### src/rtl/motor_pkg.sv
// Shared definitions for the signed-command H-bridge PWM driver.
package motor_pkg;

  localparam int W_DEF = 11;
  localparam int M     = W_DEF - 1;
  localparam int PMAX  = (1 << M) - 1;

  typedef enum logic [1:0] {
    DRV_COAST = 2'd0,
    DRV_FWD   = 2'd1,
    DRV_REV   = 2'd2,
    DRV_BRAKE = 2'd3
  } drive_e;

  // Fold the single unrepresentable magnitude (-2^m) onto -(2^m-1) so |t| <= PMAX.
  function automatic logic signed [31:0] sat_cmd(input logic signed [31:0] c, input int m);
    logic signed [31:0] lo;
    lo = -(32'sd1 <<< m);
    if (c == lo) begin
      sat_cmd = lo + 32'sd1;
    end else begin
      sat_cmd = c;
    end
  endfunction

endpackage

### src/rtl/motor_ramp_chan.sv
// One motor channel: target saturation, slew-limited speed register and
// registered fwd/rev pin pair.
module motor_ramp_chan
  import motor_pkg::*;
#(
  parameter int W         = 11,
  parameter int RAMP_STEP = 64
) (
  input  logic         clk,
  input  logic         rst,
  input  logic [W-2:0] i_cnt,
  input  logic         i_tick,
  input  logic         i_en,
  input  logic         i_brake_en,
  input  logic [W-1:0] i_cmd,
  output logic [W-1:0] o_cur,
  output logic         o_fwd,
  output logic         o_rev
);

  localparam int M_W = W - 1;
  localparam logic signed [W:0] STEP_X = (W+1)'(RAMP_STEP);
  localparam logic signed [W:0] ZERO_X = (W+1)'(0);

  logic signed [31:0]  w_cmd32;
  logic signed [W-1:0] w_tgt;
  logic signed [W:0]   w_tgt_x;
  logic signed [W:0]   w_cur_x;
  logic signed [W:0]   w_sum;
  logic signed [W-1:0] w_cur_nxt;
  logic signed [W-1:0] r_cur;
  logic [M_W-1:0]      w_mag;
  drive_e              w_mode;
  logic                r_fwd;
  logic                r_rev;

  assign w_cmd32 = 32'($signed(i_cmd));
  assign w_tgt   = W'(sat_cmd(w_cmd32, M_W));
  assign w_tgt_x = (W+1)'(w_tgt);
  assign w_cur_x = (W+1)'(r_cur);

  // Next ramped speed: never crosses zero in one tick, otherwise slews toward the target.
  always_comb begin
    w_sum     = w_cur_x;
    w_cur_nxt = r_cur;
    if (r_cur == w_tgt) begin
      w_cur_nxt = r_cur;
    end else if ((r_cur[W-1] != w_tgt[W-1]) && (r_cur != '0)) begin
      if (r_cur[W-1]) begin
        w_sum = w_cur_x + STEP_X;
        if ((RAMP_STEP == 0) || (w_sum >= ZERO_X)) begin
          w_cur_nxt = '0;
        end else begin
          w_cur_nxt = W'(w_sum);
        end
      end else begin
        w_sum = w_cur_x - STEP_X;
        if ((RAMP_STEP == 0) || (w_sum <= ZERO_X)) begin
          w_cur_nxt = '0;
        end else begin
          w_cur_nxt = W'(w_sum);
        end
      end
    end else if (w_tgt_x > w_cur_x) begin
      w_sum = w_cur_x + STEP_X;
      if ((RAMP_STEP == 0) || (w_sum > w_tgt_x)) begin
        w_cur_nxt = w_tgt;
      end else begin
        w_cur_nxt = W'(w_sum);
      end
    end else begin
      w_sum = w_cur_x - STEP_X;
      if ((RAMP_STEP == 0) || (w_sum < w_tgt_x)) begin
        w_cur_nxt = w_tgt;
      end else begin
        w_cur_nxt = W'(w_sum);
      end
    end
  end

  // Applied speed: forced to zero while disabled, updated only on ramp ticks.
  always_ff @(posedge clk or posedge rst) begin
    if (rst) begin
      r_cur <= '0;
    end else if (!i_en) begin
      r_cur <= '0;
    end else if (i_tick) begin
      r_cur <= w_cur_nxt;
    end else begin
      r_cur <= r_cur;
    end
  end

  // Drive mode from enable, speed sign and the zero-speed brake/coast choice.
  always_comb begin
    w_mag = r_cur[W-1] ? M_W'(-r_cur) : M_W'(r_cur);
    if (!i_en) begin
      w_mode = DRV_COAST;
    end else if (r_cur == '0) begin
      w_mode = i_brake_en ? DRV_BRAKE : DRV_COAST;
    end else if (r_cur[W-1]) begin
      w_mode = DRV_REV;
    end else begin
      w_mode = DRV_FWD;
    end
  end

  // Registered bridge pins; only the brake mode may raise both.
  always_ff @(posedge clk or posedge rst) begin
    if (rst) begin
      r_fwd <= 1'b0;
      r_rev <= 1'b0;
    end else begin
      case (w_mode)
        DRV_FWD: begin
          r_fwd <= (i_cnt < w_mag);
          r_rev <= 1'b0;
        end
        DRV_REV: begin
          r_fwd <= 1'b0;
          r_rev <= (i_cnt < w_mag);
        end
        DRV_BRAKE: begin
          r_fwd <= 1'b1;
          r_rev <= 1'b1;
        end
        default: begin
          r_fwd <= 1'b0;
          r_rev <= 1'b0;
        end
      endcase
    end
  end

  assign o_cur = r_cur;
  assign o_fwd = r_fwd;
  assign o_rev = r_rev;

endmodule

### src/rtl/motor_pwm_ramp.sv
// Multi-channel signed-command H-bridge PWM driver with slew limiting,
// zero-crossing brake interval and enable with brake/coast at zero.
module motor_pwm_ramp
  import motor_pkg::*;
#(
  parameter int NCH       = 2,
  parameter int W         = W_DEF,
  parameter int RAMP_STEP = 64,
  parameter int RAMP_DIV  = 1
) (
  input  logic             clk,
  input  logic             rst,
  input  logic             en,
  input  logic             brake_en,
  input  logic [NCH*W-1:0] cmd,
  output logic [NCH*W-1:0] cur,
  output logic [NCH-1:0]   fwd,
  output logic [NCH-1:0]   rev,
  output logic             pstart
);

  localparam int M_W   = W - 1;
  localparam int P_MAX = (1 << M_W) - 1;
  localparam int DIV_W = (RAMP_DIV > 1) ? $clog2(RAMP_DIV) : 1;
  localparam logic [M_W-1:0]   CNT_LAST = M_W'(P_MAX - 1);
  localparam logic [DIV_W-1:0] DIV_LAST = DIV_W'(RAMP_DIV - 1);

  logic [M_W-1:0]   r_cnt;
  logic [DIV_W-1:0] r_div;
  logic             r_pstart;
  logic             w_last;
  logic             w_tick;

  // A tick lands on the last count, so updated speeds take effect from cnt==0.
  assign w_last = (r_cnt == CNT_LAST);
  assign w_tick = w_last && (r_div == DIV_LAST);

  // Shared PWM counter (0..P_MAX-1), ramp divider and period-start pulse.
  always_ff @(posedge clk or posedge rst) begin
    if (rst) begin
      r_cnt    <= '0;
      r_div    <= '0;
      r_pstart <= 1'b0;
    end else begin
      if (w_last) begin
        r_cnt <= '0;
        if (r_div == DIV_LAST) begin
          r_div <= '0;
        end else begin
          r_div <= r_div + DIV_W'(1);
        end
      end else begin
        r_cnt <= r_cnt + M_W'(1);
        r_div <= r_div;
      end
      r_pstart <= (r_cnt == '0);
    end
  end

  assign pstart = r_pstart;

  for (genvar gi = 0; gi < NCH; gi++) begin : g_chan
    motor_ramp_chan #(
      .W         (W),
      .RAMP_STEP (RAMP_STEP)
    ) u_chan (
      .clk        (clk),
      .rst        (rst),
      .i_cnt      (r_cnt),
      .i_tick     (w_tick),
      .i_en       (en),
      .i_brake_en (brake_en),
      .i_cmd      (cmd[gi*W +: W]),
      .o_cur      (cur[gi*W +: W]),
      .o_fwd      (fwd[gi]),
      .o_rev      (rev[gi])
    );
  end

endmodule
### config.mk
export PLATFORM = sky130hd
export DESIGN_NAME = motor_pwm_ramp
export DESIGN_NICKNAME = d
export VERILOG_FILES = /design/src/rtl/motor_pkg.sv /design/src/rtl/motor_ramp_chan.sv /design/src/rtl/motor_pwm_ramp.sv
export SDC_FILE = /design/constraint.sdc
export NUM_CORES = 1
export LEC_CHECK = 0
export CAP_MARGIN = 40
export CORE_MARGIN = 4
export CORE_UTILIZATION = 40
export CTS_CLUSTER_DIAMETER = 30
export DETAILED_ROUTE_END_ITERATION = 6
export GPL_ROUTABILITY_DRIVEN = 0
export PLACE_DENSITY = 0.58
export SLEW_MARGIN = 15
export SYNTH_ARGS = -nofsm -noshare
export SYNTH_HDL_FRONTEND = slang
export SYNTH_HIERARCHICAL = 1
export SYNTH_SLANG_ARGS = --single-unit
### constraint.sdc
create_clock -name clk -period 3.3 [get_ports clk]
set_input_delay 0.66 -clock clk [delete_from_list [all_inputs] [get_ports clk]]
set_output_delay 0.66 -clock clk [all_outputs]
set_load 0.005 [all_outputs]
==> impl_results.md <==
* Status: completed
* Type of origin of the critical path: input pin
* Max-cap violations at 0
* Sequential share of the synthesized area at 19.0%
* Syn Area/Cell at 8.08 µm²
* Fin Hold WS at 609 ps
* Post-route DRC at 0
* Via count at 4868
* Cell family with most CP delay: compound AO/OA/AOI/OAI gates
* Maximum vdd ir drop at 170 µV
* Synth-to-Final Area Change at 29.0%
* Via-per-instance ratio at 5.68
* Clk_lat worst skew at 280 ps
* P_leak at 0.00291 µW
* Most used DFF post-synth: dfrtp_1
* Final number of hold-violating endpoints at 0
* Die extent in y at 118 µm
* DRT antenna net count at 0
* M2 GR Usage at 36.5%
* Top post-synthesis cells by count: ha_1 (87), inv_1 (66), a21oi_1 (38)
* Setup Skew at 4.02 ps
* WP data required at 3460 ps
* Initial core utilization at 40.7%
* CTS H-tree depth at 2
* Met1 GRT Util at 23.6%
* Routed wire length per instance at 16.6 µm
* CP endpoint kind: flip-flop
* Synth Warn # at 6
* Vias in the first global route at 4856
* Crit path arrival time at 3300 ps
* RSZ-0062 raised after global routing: no
* P per Cell Area at 203 nW/µm²
* Hold worst-path end: r_cnt[0]$_DFF_PP0_
* Post-DP HPWL at 11600 µm
* TritonRoute pass-1 iters at 5
* Syn Std Cell Area at 4870 µm²
* Met3 Use GR at 2.58%
* First-pass GRT wire length at 23200 µm
* Die extent in x at 118 µm
* CP max-delay cell: clkdlybuf4s50_1
* Area contributors post-synth: ha_1 (22%), dfrtp_1 (19%), inv_1 (5.1%), xnor2_1 (4.9%), a21oi_1 (3.9%)
* Yosys top cell by area: ha_1
* Reg2Reg Launch Point: g_chan[0].u_chan/o_cur[7]$_DFFE_PP0P_
* GRT Util Overall at 20.0%
* CTS buffer count at 5
* Post-DP Area at 6020 µm²
* Buf/Inv on CP at 2
* CTS tree: done
* Reg2Reg Depth at 12
* Critical-path cell list: clkdlybuf4s50_1 -> nor4_2 -> buf_4 -> a41o_1 -> ha_1 -> nor2b_1 -> o21bai_2 -> nand2_1 -> a221o_1 -> a21o_4 -> o211a_1 -> o31a_1
* Register-to-register setup slack at 220 ps
* CP Class: in -> reg
* Post-route setup TNS at 0 ps
* Worst min-delay path startpoint: r_cnt[0]$_DFF_PP0_
* Post-synth ARST share at 100%
* Fmax at 0.319 GHz
* Most common cell in the netlist: ha_1
* Initial DRC Count at 245
* Syn_nets at 716
* Min Tclk post-route at 3140 ps
* Die footprint at 14000 µm²
* Port buffer count at 52
* Min-Delay Path Depth at 1
* Final Max Slew Viols at 0
* Row Count at 40
* Critical Path Max Stage Delay at 440 ps
* Period Utilization, post-route at 95.0%
* Core footprint at 12000 µm²
* CTS root buf: clkbuf_16
* Largest net degree at the start of global routing at 17
* Synth cell types at 77
* Least-Margin Pin Slew at 816 ps
* Final net count at 822
* Clock buffer depth at 2
* DRT Wirelength at 14200 µm
* Design area at 6290 µm²
* Cells after synthesis at 603
* # setup viols final at 0
* Share of cells above drive strength 1 at 16.3%
* I/O pins at 53
* Antenna violations before repair at 0
* Clock sink count at 37
* Top Usage Layer GRT: met2
* EDFF count, synth at 0
* Clock Pin Slew Worst Setup and Hold Paths at 60 ps
* Seq cells post-synth at 37
* Final WS setup at 164 ps
* Post-Place Worst Slack at -353 ps
* GRT overflow at 0
* Number of diodes at 0
* Crit path max fanout at 5
* Hold crit path type: reg -> reg
* Synth top area share at 22.3%
* Crit Reg-Reg Endpoint: g_chan[0].u_chan/o_cur[7]$_DFFE_PP0P_
* Max-slew headroom at 45.2%
==> registers in the layout (all words and copies together), names as in the netlist <==
name                 flops
g_chan.u_chan/o_fwd      2
g_chan.u_chan/o_rev      2
r_cnt                   10
g_chan.u_chan/o_cur     22
pstart                   1
==> per-stage QoR <==
stage / util, % / instances / power [µW]
after floorplan: - / 603 / 595
after global placement: 50.4 / 848 / 709
after detailed placement: 50.4 / 848 / 715
after CTS: 51.9 / 856 / 1290
after global routing: 52.6 / 857 / 1330
final: 52.6 / 857 / 1280
==> per-layer routing <==
layer | part of all wire (%) | wire length (µm) | up-vias
li1 | - | - | 2410
met1 | 42 | 5980 | 2305
met2 | 51 | 7320 | 127
met3 | 4.1 | 584 | 26
met4 | 2.5 | 352 | 0
met5 | 0 | 0 | -
==> repair_timing <==
| item | in CTS | in global routing |
|---|---|---|
| buffers inserted | 0 | 1 |
| setup endpoints to repair | 8 | 22 |
| hold buffers | 0 | 0 |
| gates resized for setup | 2 | 23 |
| pin swaps | 1 | 9 |
==> worst register-to-register path, delay by kind of cell, from the launching register on <==
family | cells | cell delay, ps
adder cells (fa/ha/maj) | 2 | 580
AND/OR/NAND/NOR | 2 | 750
multiplexers | 1 | 140
AO/OA/AOI/OAI | 5 | 770
flip-flops | 1 | 440
buffers and inverters | 1 | 120
XOR/XNOR | 1 | 160
==> kinds of logic after synthesis <==
group,synth area share [%]
multiplexers,0.822
adder cells (fa/ha/maj),22.7
AND/OR/NAND/NOR,21.1
flip-flops,19.0
AO/OA/AOI/OAI,22.8
buffers and inverters,7.98
XOR/XNOR,5.57
==> worst max-delay path by stage <==
| stage | start | end | slack (ps) | depth (start not counted) |
|---|---|---|---|---|
| after floorplan | cmd[10] | g_chan[0].u_chan/o_cur[7]$_DFFE_PP0P_ | 250 | 14 |
| after global placement | cmd[21] | g_chan[1].u_chan/o_cur[6]$_DFFE_PP0P_ | -350 | 14 |
| after detailed placement | cmd[10] | g_chan[0].u_chan/o_cur[7]$_DFFE_PP0P_ | -350 | 15 |
| after CTS | cmd[10] | g_chan[0].u_chan/o_cur[7]$_DFFE_PP0P_ | -60 | 15 |
| after global routing | cmd[19] | g_chan[1].u_chan/o_cur[10]$_DFFE_PP0P_ | 9 | 13 |
| final | cmd[19] | g_chan[1].u_chan/o_cur[7]$_DFFE_PP0P_ | 160 | 12 |
==> power breakdown <==
| part | leakage [µW] | switching (µW) | total (µW) | internal, µW |
|---|---|---|---|---|
| Sequential | 0.000495 | 0.608 | 457 | 456 |
| Combinational | 0.00233 | 127 | 256 | 129 |
| Clock | 0.0000831 | 186 | 563 | 377 |
| Total | 0.00291 | 314 | 1280 | 962 |
==> layout by cell type, fill, tap and decap left out, types with 3 or more instances in the layout <==
master,synthesis,layout
and4_1,5,5
o31ai_1,9,7
a22o_1,7,7
nor3_1,12,12
clkdlybuf4s50_1,0,42
nand3_1,31,31
nor2_1,35,34
a221oi_1,3,3
dlymetal6s2s_1,0,10
nand2_1,30,29
nor3b_1,3,3
o211ai_1,13,13
xor2_1,4,4
mux2i_1,4,4
ha_1,87,87
dfrtp_1,37,35
nand4_1,17,17
buf_4,1,76
o221ai_1,3,3
nor4_1,8,6
o22ai_1,6,6
nor4bb_1,3,3
or3_1,3,3
o21ai_0,29,28
inv_1,66,65
nand2b_1,5,5
a21oi_1,38,37
o21a_1,4,4
xnor2_1,27,27
and2_1,3,3
a21o_1,7,7
o211a_1,3,3
and3_1,4,4
clkbuf_16,0,5
nor2b_1,10,10
a211oi_1,6,6
==> final cells by class <==
cell class                      instances  area [µm²]
Fill cell                            1168        5670
Sequential cell                        37         928
Multi-Input combinational cell        469        3610
Clock inverter                          2        37.5
Timing Repair Buffer                  129        1140
Inverter                               67         251
Tap cell                              147         184
Clock buffer                            6         139
Power figures use the tool's default switching activity.
